**config.mk**
```make
export PLATFORM = sky130hd
export DESIGN_NAME = clock_period_meter
export DESIGN_NICKNAME = d
export VERILOG_FILES = /design/src/rtl/clock_meter_pkg.sv /design/src/rtl/edge_sync.sv /design/src/rtl/clock_period_meter.sv
export SDC_FILE = /design/constraint.sdc
export NUM_CORES = 1
export LEC_CHECK = 0
export CORE_UTILIZATION = 40
export CTS_BUF_LIST = sky130_fd_sc_hd__clkbuf_4 sky130_fd_sc_hd__clkbuf_8 sky130_fd_sc_hd__clkbuf_16
export CTS_CLUSTER_DIAMETER = 60
export DETAILED_ROUTE_END_ITERATION = 6
export HOLD_SLACK_MARGIN = 0.15
export PLACE_DENSITY_LB_ADDON = 0.12
export SETUP_SLACK_MARGIN = 0.1
export SYNTH_ARGS = -nofsm -noshare
export SYNTH_HDL_FRONTEND = slang
export SYNTH_HIERARCHICAL = 1
export SYNTH_SLANG_ARGS = --single-unit
```
**constraint.sdc**
```tcl
create_clock -name clock_in -period 2.3 [get_ports clock_in]
set_input_delay 0.345 -clock clock_in [delete_from_list [all_inputs] [get_ports clock_in]]
set_output_delay 0.345 -clock clock_in [all_outputs]
set_load 0.01 [all_outputs]
```
**src/rtl/clock_meter_pkg.sv**
```systemverilog
// Shared types and defaults for the clock period meter.
package clock_meter_pkg;

  // Counter width shared with the clock divider.
  localparam int unsigned DEFAULT_CNT_W = 28;

  typedef enum logic [1:0] {
    S_WAIT_FIRST = 2'd0,
    S_MEASURE    = 2'd1,
    S_STALLED    = 2'd2
  } meter_state_t;

endpackage

```
**src/rtl/edge_sync.sv**
```systemverilog
// Multi-stage synchronizer for an asynchronous input plus a history flop,
// producing single-cycle rise and fall pulses in the local clock domain.
// Edge pulses are suppressed until the pipeline has refilled after reset, so
// an input that is already high at reset release does not look like a rise.
module edge_sync #(
  parameter int unsigned STAGES = 2
) (
  input  logic clock_in,
  input  logic reset,
  input  logic async_in,
  output logic synced,
  output logic rise,
  output logic fall
);

  localparam int unsigned FILL_MAX = STAGES + 1;
  localparam int unsigned FILL_W   = $clog2(FILL_MAX + 1);
  localparam logic [FILL_W-1:0] FILL_DONE = FILL_W'(FILL_MAX);
  localparam logic [FILL_W-1:0] FILL_ONE  = FILL_W'(1);

  logic [STAGES-1:0] sync_ff;
  logic              prev;
  logic [FILL_W-1:0] fill;
  logic              armed;

  // Synchronizer chain and history flop.
  always_ff @(posedge clock_in) begin
    if (reset) begin
      sync_ff <= '0;
      prev    <= 1'b0;
    end else begin
      sync_ff <= {sync_ff[STAGES-2:0], async_in};
      prev    <= sync_ff[STAGES-1];
    end
  end

  // Count cycles since reset until every stage and the history flop hold real data.
  always_ff @(posedge clock_in) begin
    if (reset) begin
      fill <= '0;
    end else if (fill != FILL_DONE) begin
      fill <= fill + FILL_ONE;
    end else begin
      fill <= fill;
    end
  end

  assign armed  = (fill == FILL_DONE);
  assign synced = sync_ff[STAGES-1];
  assign rise   = armed & synced & ~prev;
  assign fall   = armed & ~synced & prev;

endmodule

```
**src/rtl/clock_period_meter.sv**
```systemverilog
// Measures period and high time of a slow asynchronous square wave in
// clock_in cycles, with lock detection and stall (timeout) reporting.
module clock_period_meter
  import clock_meter_pkg::*;
#(
  parameter int unsigned        CNT_W       = DEFAULT_CNT_W,
  parameter logic [CNT_W-1:0]   TIMEOUT     = 28'd100_000_000,
  parameter int unsigned        SYNC_STAGES = 2
) (
  input  logic             clock_in,
  input  logic             reset,
  input  logic             signal_in,
  output logic [CNT_W-1:0] period_out,
  output logic [CNT_W-1:0] high_out,
  output logic             valid_out,
  output logic             locked_out,
  output logic             timeout_out
);

  localparam logic [CNT_W-1:0] CNT_ONE = {{(CNT_W-1){1'b0}}, 1'b1};

  logic             rise;
  logic             fall;
  logic [CNT_W-1:0] cnt;
  logic [CNT_W-1:0] high_reg;
  logic             have_prior;

  meter_state_t     state;
  meter_state_t     state_next;

  // Decoded FSM actions for the registered output stage.
  logic             capture;
  logic             stall_enter;
  logic             restart;

  edge_sync #(
    .STAGES (SYNC_STAGES)
  ) u_edge_sync (
    .clock_in (clock_in),
    .reset    (reset),
    .async_in (signal_in),
    .synced   (),
    .rise     (rise),
    .fall     (fall)
  );

  // Cycle counter: restarts at 1 on every rise, saturates at all-ones, idle before the first rise.
  always_ff @(posedge clock_in) begin
    if (reset) begin
      cnt <= '0;
    end else if (rise) begin
      cnt <= CNT_ONE;
    end else if ((state != S_WAIT_FIRST) && (cnt != '1)) begin
      cnt <= cnt + CNT_ONE;
    end else begin
      cnt <= cnt;
    end
  end

  // Latch the elapsed count at each falling edge as the high time of the current period.
  always_ff @(posedge clock_in) begin
    if (reset) begin
      high_reg <= '0;
    end else if (fall) begin
      high_reg <= cnt;
    end else begin
      high_reg <= high_reg;
    end
  end

  // FSM state register.
  always_ff @(posedge clock_in) begin
    if (reset) begin
      state <= S_WAIT_FIRST;
    end else begin
      state <= state_next;
    end
  end

  // FSM next-state logic; a rise always takes priority over the timeout.
  always_comb begin
    state_next = state;
    case (state)
      S_WAIT_FIRST: begin
        if (rise) begin
          state_next = S_MEASURE;
        end else begin
          state_next = S_WAIT_FIRST;
        end
      end
      S_MEASURE: begin
        if (rise) begin
          state_next = S_MEASURE;
        end else if (cnt == TIMEOUT) begin
          state_next = S_STALLED;
        end else begin
          state_next = S_MEASURE;
        end
      end
      S_STALLED: begin
        if (rise) begin
          state_next = S_MEASURE;
        end else begin
          state_next = S_STALLED;
        end
      end
      default: begin
        state_next = S_WAIT_FIRST;
      end
    endcase
  end

  // FSM output decode: which update the registered outputs perform this cycle.
  always_comb begin
    capture     = 1'b0;
    stall_enter = 1'b0;
    restart     = 1'b0;
    case (state)
      S_WAIT_FIRST: begin
        if (rise) begin
          restart = 1'b1;
        end else begin
          restart = 1'b0;
        end
      end
      S_MEASURE: begin
        if (rise) begin
          capture = 1'b1;
        end else if (cnt == TIMEOUT) begin
          stall_enter = 1'b1;
        end else begin
          capture = 1'b0;
        end
      end
      S_STALLED: begin
        if (rise) begin
          restart = 1'b1;
        end else begin
          restart = 1'b0;
        end
      end
      default: begin
        capture = 1'b0;
      end
    endcase
  end

  // Registered measurement results, lock history and timeout status.
  always_ff @(posedge clock_in) begin
    if (reset) begin
      period_out  <= '0;
      high_out    <= '0;
      valid_out   <= 1'b0;
      locked_out  <= 1'b0;
      timeout_out <= 1'b0;
      have_prior  <= 1'b0;
    end else begin
      valid_out <= capture;
      if (capture) begin
        period_out <= cnt;
        high_out   <= high_reg;
        // period_out still holds the previous measurement here.
        locked_out <= have_prior && (cnt == period_out);
        have_prior <= 1'b1;
      end else if (stall_enter) begin
        timeout_out <= 1'b1;
        locked_out  <= 1'b0;
      end else if (restart) begin
        // First period after (re)start is unknown, so lock history starts over.
        timeout_out <= 1'b0;
        locked_out  <= 1'b0;
        have_prior  <= 1'b0;
      end else begin
        period_out <= period_out;
      end
    end
  end

endmodule

```
* After elaboration in Yosys (flattened, before gate mapping)
Cells that the tools add are included.
** Word-level totals
- Memory bits (writable) :: 0
- Latch bits :: 0
- Memories kept :: 0
- Output and inout port bits :: 59
- Input bits :: 3
- Flip-flop bits (word level) :: 123
- Memory bits (read-only) :: 0
- Word-level logic and storage cells :: 61
** Cells by class
- Order comparisons :: 0
- Add/subtract/negate cells :: 2
- Multiplexer cells :: 19
- $mul :: 0
- Shifts and indexed selects :: 0
- Reductions and logical operators :: 12
- Equal/unequal tests :: 8
- Div/mod/pow operators :: 0
- Bitwise gates (word level) :: 7
** Operator list (number)
- $add A28 B1 Y28 const B :: 1
- $eq A28 B27 Y1 const B :: 1
- $eq A28 B28 Y1 :: 1
- $ne A28 B28 Y1 const B :: 1
- $mux W1 :: 15
- $reduce_bool A2 Y1 :: 4
- $mux W2 :: 3
- $pmux W2 S3 :: 1
- $and A1 B1 Y1 :: 4
- $eq A2 B2 Y1 const B :: 2
- $ne A2 B2 Y1 const B :: 2
- $reduce_and A2 Y1 :: 2
- $reduce_or A2 Y1 :: 2
- $not A1 Y1 :: 3
- $reduce_bool A3 Y1 :: 1
- $add A2 B1 Y2 const B :: 1
- $eq A2 B1 Y1 const B :: 1
- $logic_and A1 B1 Y1 :: 2
- $logic_not A2 Y1 :: 1

* Longest topological paths before layout
- Depth in word-level cells :: 8
- Depth in mapped cells :: 10
- Gate-level depth less buffers :: 8

* Cells and area by module
Netlist, hierarchy kept.
** Modules (own cells, without submodules)
- clock_period_meter :: area each 5052.3 µm², times used 1, cells an instance 605, seq. area each 2362.3 µm²
- edge_sync :: area each 175.2 µm², times used 1, cells an instance 16, seq. area each 100.1 µm²

* Least setup slack after synthesis
Ideal clock, no wire load.
- Kind :: register -> register
- Start :: register u_edge_sync.fill[0]
- End :: register high_reg[22]
- Path buffers :: 2
- Data required time :: 2.172 ns
- Arrival time :: 1.902 ns
- Library setup time :: 0.128 ns
- Clock period less this slack :: 2.029 ns
- Cell stages (with the launch flop) :: 7
- Setup slack :: 0.271 ns
- Path through :: dfxtp_1 > ha_1 > and3b_2 > clkbuf_1 > buf_1 > mux2i_1 > nor2_1
** On the way
- Cells in the longest elaborated chain, start to end :: 3
** Ends and longest elaborated chain
- start, declared :: RTL line edge_sync.sv:23 : logic [FILL_W-1:0] fill;
- start signal, assigned :: RTL line edge_sync.sv:42 : fill <= fill + FILL_ONE;
- start signal, assigned :: RTL line edge_sync.sv:44 : fill <= fill;
- $eq A2 B2 Y1 :: RTL line edge_sync.sv:48 : assign armed = (fill == FILL_DONE);
- $and A1 B1 Y1 (2 in a row) :: RTL line edge_sync.sv:51 : assign fall = armed & ~synced & prev;
- net fall :: RTL line clock_period_meter.sv:23 : logic fall;
- end signal, assigned :: RTL line clock_period_meter.sv:65 : high_reg <= cnt;
- end signal, assigned :: RTL line clock_period_meter.sv:67 : high_reg <= high_reg;
- end, declared :: RTL line clock_period_meter.sv:25 : logic [CNT_W-1:0] high_reg;
The timed path passes the listed nets, and every way through them passes these cells.
A chain may end at the register's enable or synchronous reset.

* Worst setup path after layout
- Start :: register cnt[0]
- End :: register cnt[2]
** On the way
- Cells in the longest elaborated chain, start to end :: 2
- Elaborated cells between the ends (all ways) :: 3
- Those cells by class :: add/sub: 1; eq/ne: 1; reduce/logical: 1
** Ends and longest elaborated chain
- start, declared :: RTL line clock_period_meter.sv:24 : logic [CNT_W-1:0] cnt;
- start signal, assigned :: RTL line clock_period_meter.sv:54 : cnt <= cnt + CNT_ONE;
- start signal, assigned :: RTL line clock_period_meter.sv:56 : cnt <= cnt;
- parallel branches: the longest is 2 deep, another holds $add A28 B1 Y28
Several ways; the timed one is not identified.

==> results.tsv <==
metric	value	unit
outcome	finished, final reports clean	
TritonCTS Buffers	17	
Post-synth ARST share	0	%
Fin Hold WS	212	ps
# clock sinks	123	
core area	0.0127	mm2
Seq cells post-synth	123	
share of the synthesized area in the top cell type	47.1	%
fmax	481	MHz
Synth Instances	621	
Hold Crit Class	input port to flip-flop	
synthesized-area fraction occupied by adder cells	0.718	%
setup TNS	0	ps
largest net degree at the start of global routing	57	
Pre-antenna DRT Iters	5	
Final nets	692	
initial antenna violation count	0	
DR WL/cell	14.8	um
Vias/cell	5.03	
RSZ-0062 raised after global routing	yes	
final design utilization	53.4	%
io pins	62	
Post-Synth XOR/XNOR Area	6.53	%
placed cell count	837	
EDFF count, synth	0	
Final Cycle Share	90.3	%
fin area	0.00676	mm2
# port buffers	61	
final setup fails	0	
total power	4.99	mW
most frequent cells after synthesis	nand2_1, dfxtp_1, a21oi_1, nor2_1, clkbuf_1	
Synth Area in Simple Gates	23.5	%
Tmin final	2080	ps
max_slew headroom	64.5	%
clk_lat worst skew	410	ps
Finished Layout Cells	871	
Syn Area/Cell	8.42	um2
Area Overhead vs Synth	29.4	%
H-tree levels	4	
DR iter-0 viols	225	
post-place setup slack	156	ps
die height	116	um
critical path fanouts, max	11	
DRC	0	
Total GRT Usage	20.4	%
CP Launch Type	flip-flop	
Diodes inserted	0	
Distinct cells, synth	46	
clock-pin transition on the worst setup and hold timing paths	50	ps
DRT Wirelength	12900	um
Seq/Total Area, Yosys	47.1	%
via count	4384	
Std-Cell Rows	41	
synth top area cells	dfxtp_1, nand2_1, a21oi_1	
Leak	2.27	nW
Critical Path RT	2590	ps
fin worst setup slack	223	ps
Final Max Tran Viols	0	
HPWL Detailed	9020	um
pwr/cell area	737	mW/mm2
post-route ant nets	0	
YS warnings	6	
CP arrival	2370	ps
Peak VDD IR	0.431	mV
Initial Util	41.3	%
first-pass GRT wire length	21100	um
critical path capture point type	flip-flop	
skew final	9.06	ps
Die ar.	0.0135	mm2
Overflow after GRT	0	
synthesized area	0.00523	mm2
Critical Setup Path Class	flip-flop to flip-flop	
Final Hold Viols	0	
Least-Margin Pin Slew	531	ps
Post-DP Area	0.00612	mm2
CTS Buffer Depth	2	
Die Width	116	um
largest family of logic cells by synthesized area	simple AND/OR/NAND/NOR gates	
post-synthesis mux area share	5.94	%
vias in the first global route	4107	
CTS tree	built	
Primary FF master, synth	dfxtp_1	
share of cells above drive strength 1	13.0	%
Syn Nets	627	
Compound-Gate Fraction of Synth Area	11.2	%
gpl congestion	0.851	
Root Driver	clkbuf_16	
area leader, netlist	dfxtp_1	
MaxCap Viol Count	0	
most frequent cell after synthesis	nand2_1	
## worst max-delay path, stage by stage (launching register included)
cell and delay [ps]:
dfxtp_2 390, ha_1 220, nand4_1 110, or4_1 450
buf_4 180, o211ai_1 190, buf_4 200, xor2_1 160
nor2_1 50
## worst paths after layout
check,endpoint,start,slack [ps],cells past startpoint
setup / recovery,cnt[2],cnt[0],220,8
hold / removal,u_edge_sync/sync_ff[1],reset,210,2
setup reg to reg,cnt[2],cnt[0],220,8
hold reg to reg,u_edge_sync/sync_ff[1],u_edge_sync/sync_ff[0],440,1
## layer usage
metal / vias up / track usage, % / wire, um
met5: - / 0 / 0
met4: 0 / 7.35 / 153
met3: 12 / 4.77 / 551
met2: 83 / 31.4 / 5790
met1: 2054 / 27.8 / 6410
li1: 2235 / - / -
## cell usage in the layout, fill, tap and decap left out, types with 5 or more instances in the layout
cell,count
dfxtp_1,119
or3_1,13
nand2_1,135
o211ai_1,7
o21ai_0,5
a21oi_1,75
nand3_1,7
buf_4,40
or4_1,6
clkbuf_4,5
xor2_1,7
clkdlybuf4s50_1,60
nor2_1,52
xnor2_1,32
clkbuf_16,17
nand4_1,15
mux2i_1,31
inv_1,5
nor4_1,6
## power by group
group / leakage (nW) / total (mW) / switching [mW] / internal (mW)
combinational: 0.973 / 0.0867 / 0.0589 / 0.0278
sequential: 0.993 / 2.15 / 0.00821 / 2.14
clock: 0.308 / 2.75 / 0.906 / 1.84
## cell families (layout without fill, tap and decap cells)
logic type      count (synthesis)  after routing
mux                            31             31
buf+inv                        61            139
xor+xnor                       39             39
simple gates                  261            261
compound gates                103            103
flops                         123            123
fa+ha+maj                       3              3
## layout make-up
type,instances,area (um2)
inverters,5,18.8
fillers,1215,5910
well taps,172,215
clock inverters,7,113
clock buffers,25,504
flip-flops and latches,123,2470
multi-input cells,437,2520
repair buffers,102,926
## timing repair
item / in CTS / in global routing
gates resized for setup: 0 / 5
hold buffers: 0 / 0
setup buffers: 0 / 2
setup endpoints to repair: 0 / 20
No activity file was read; power rests on OpenSTA's default activity.
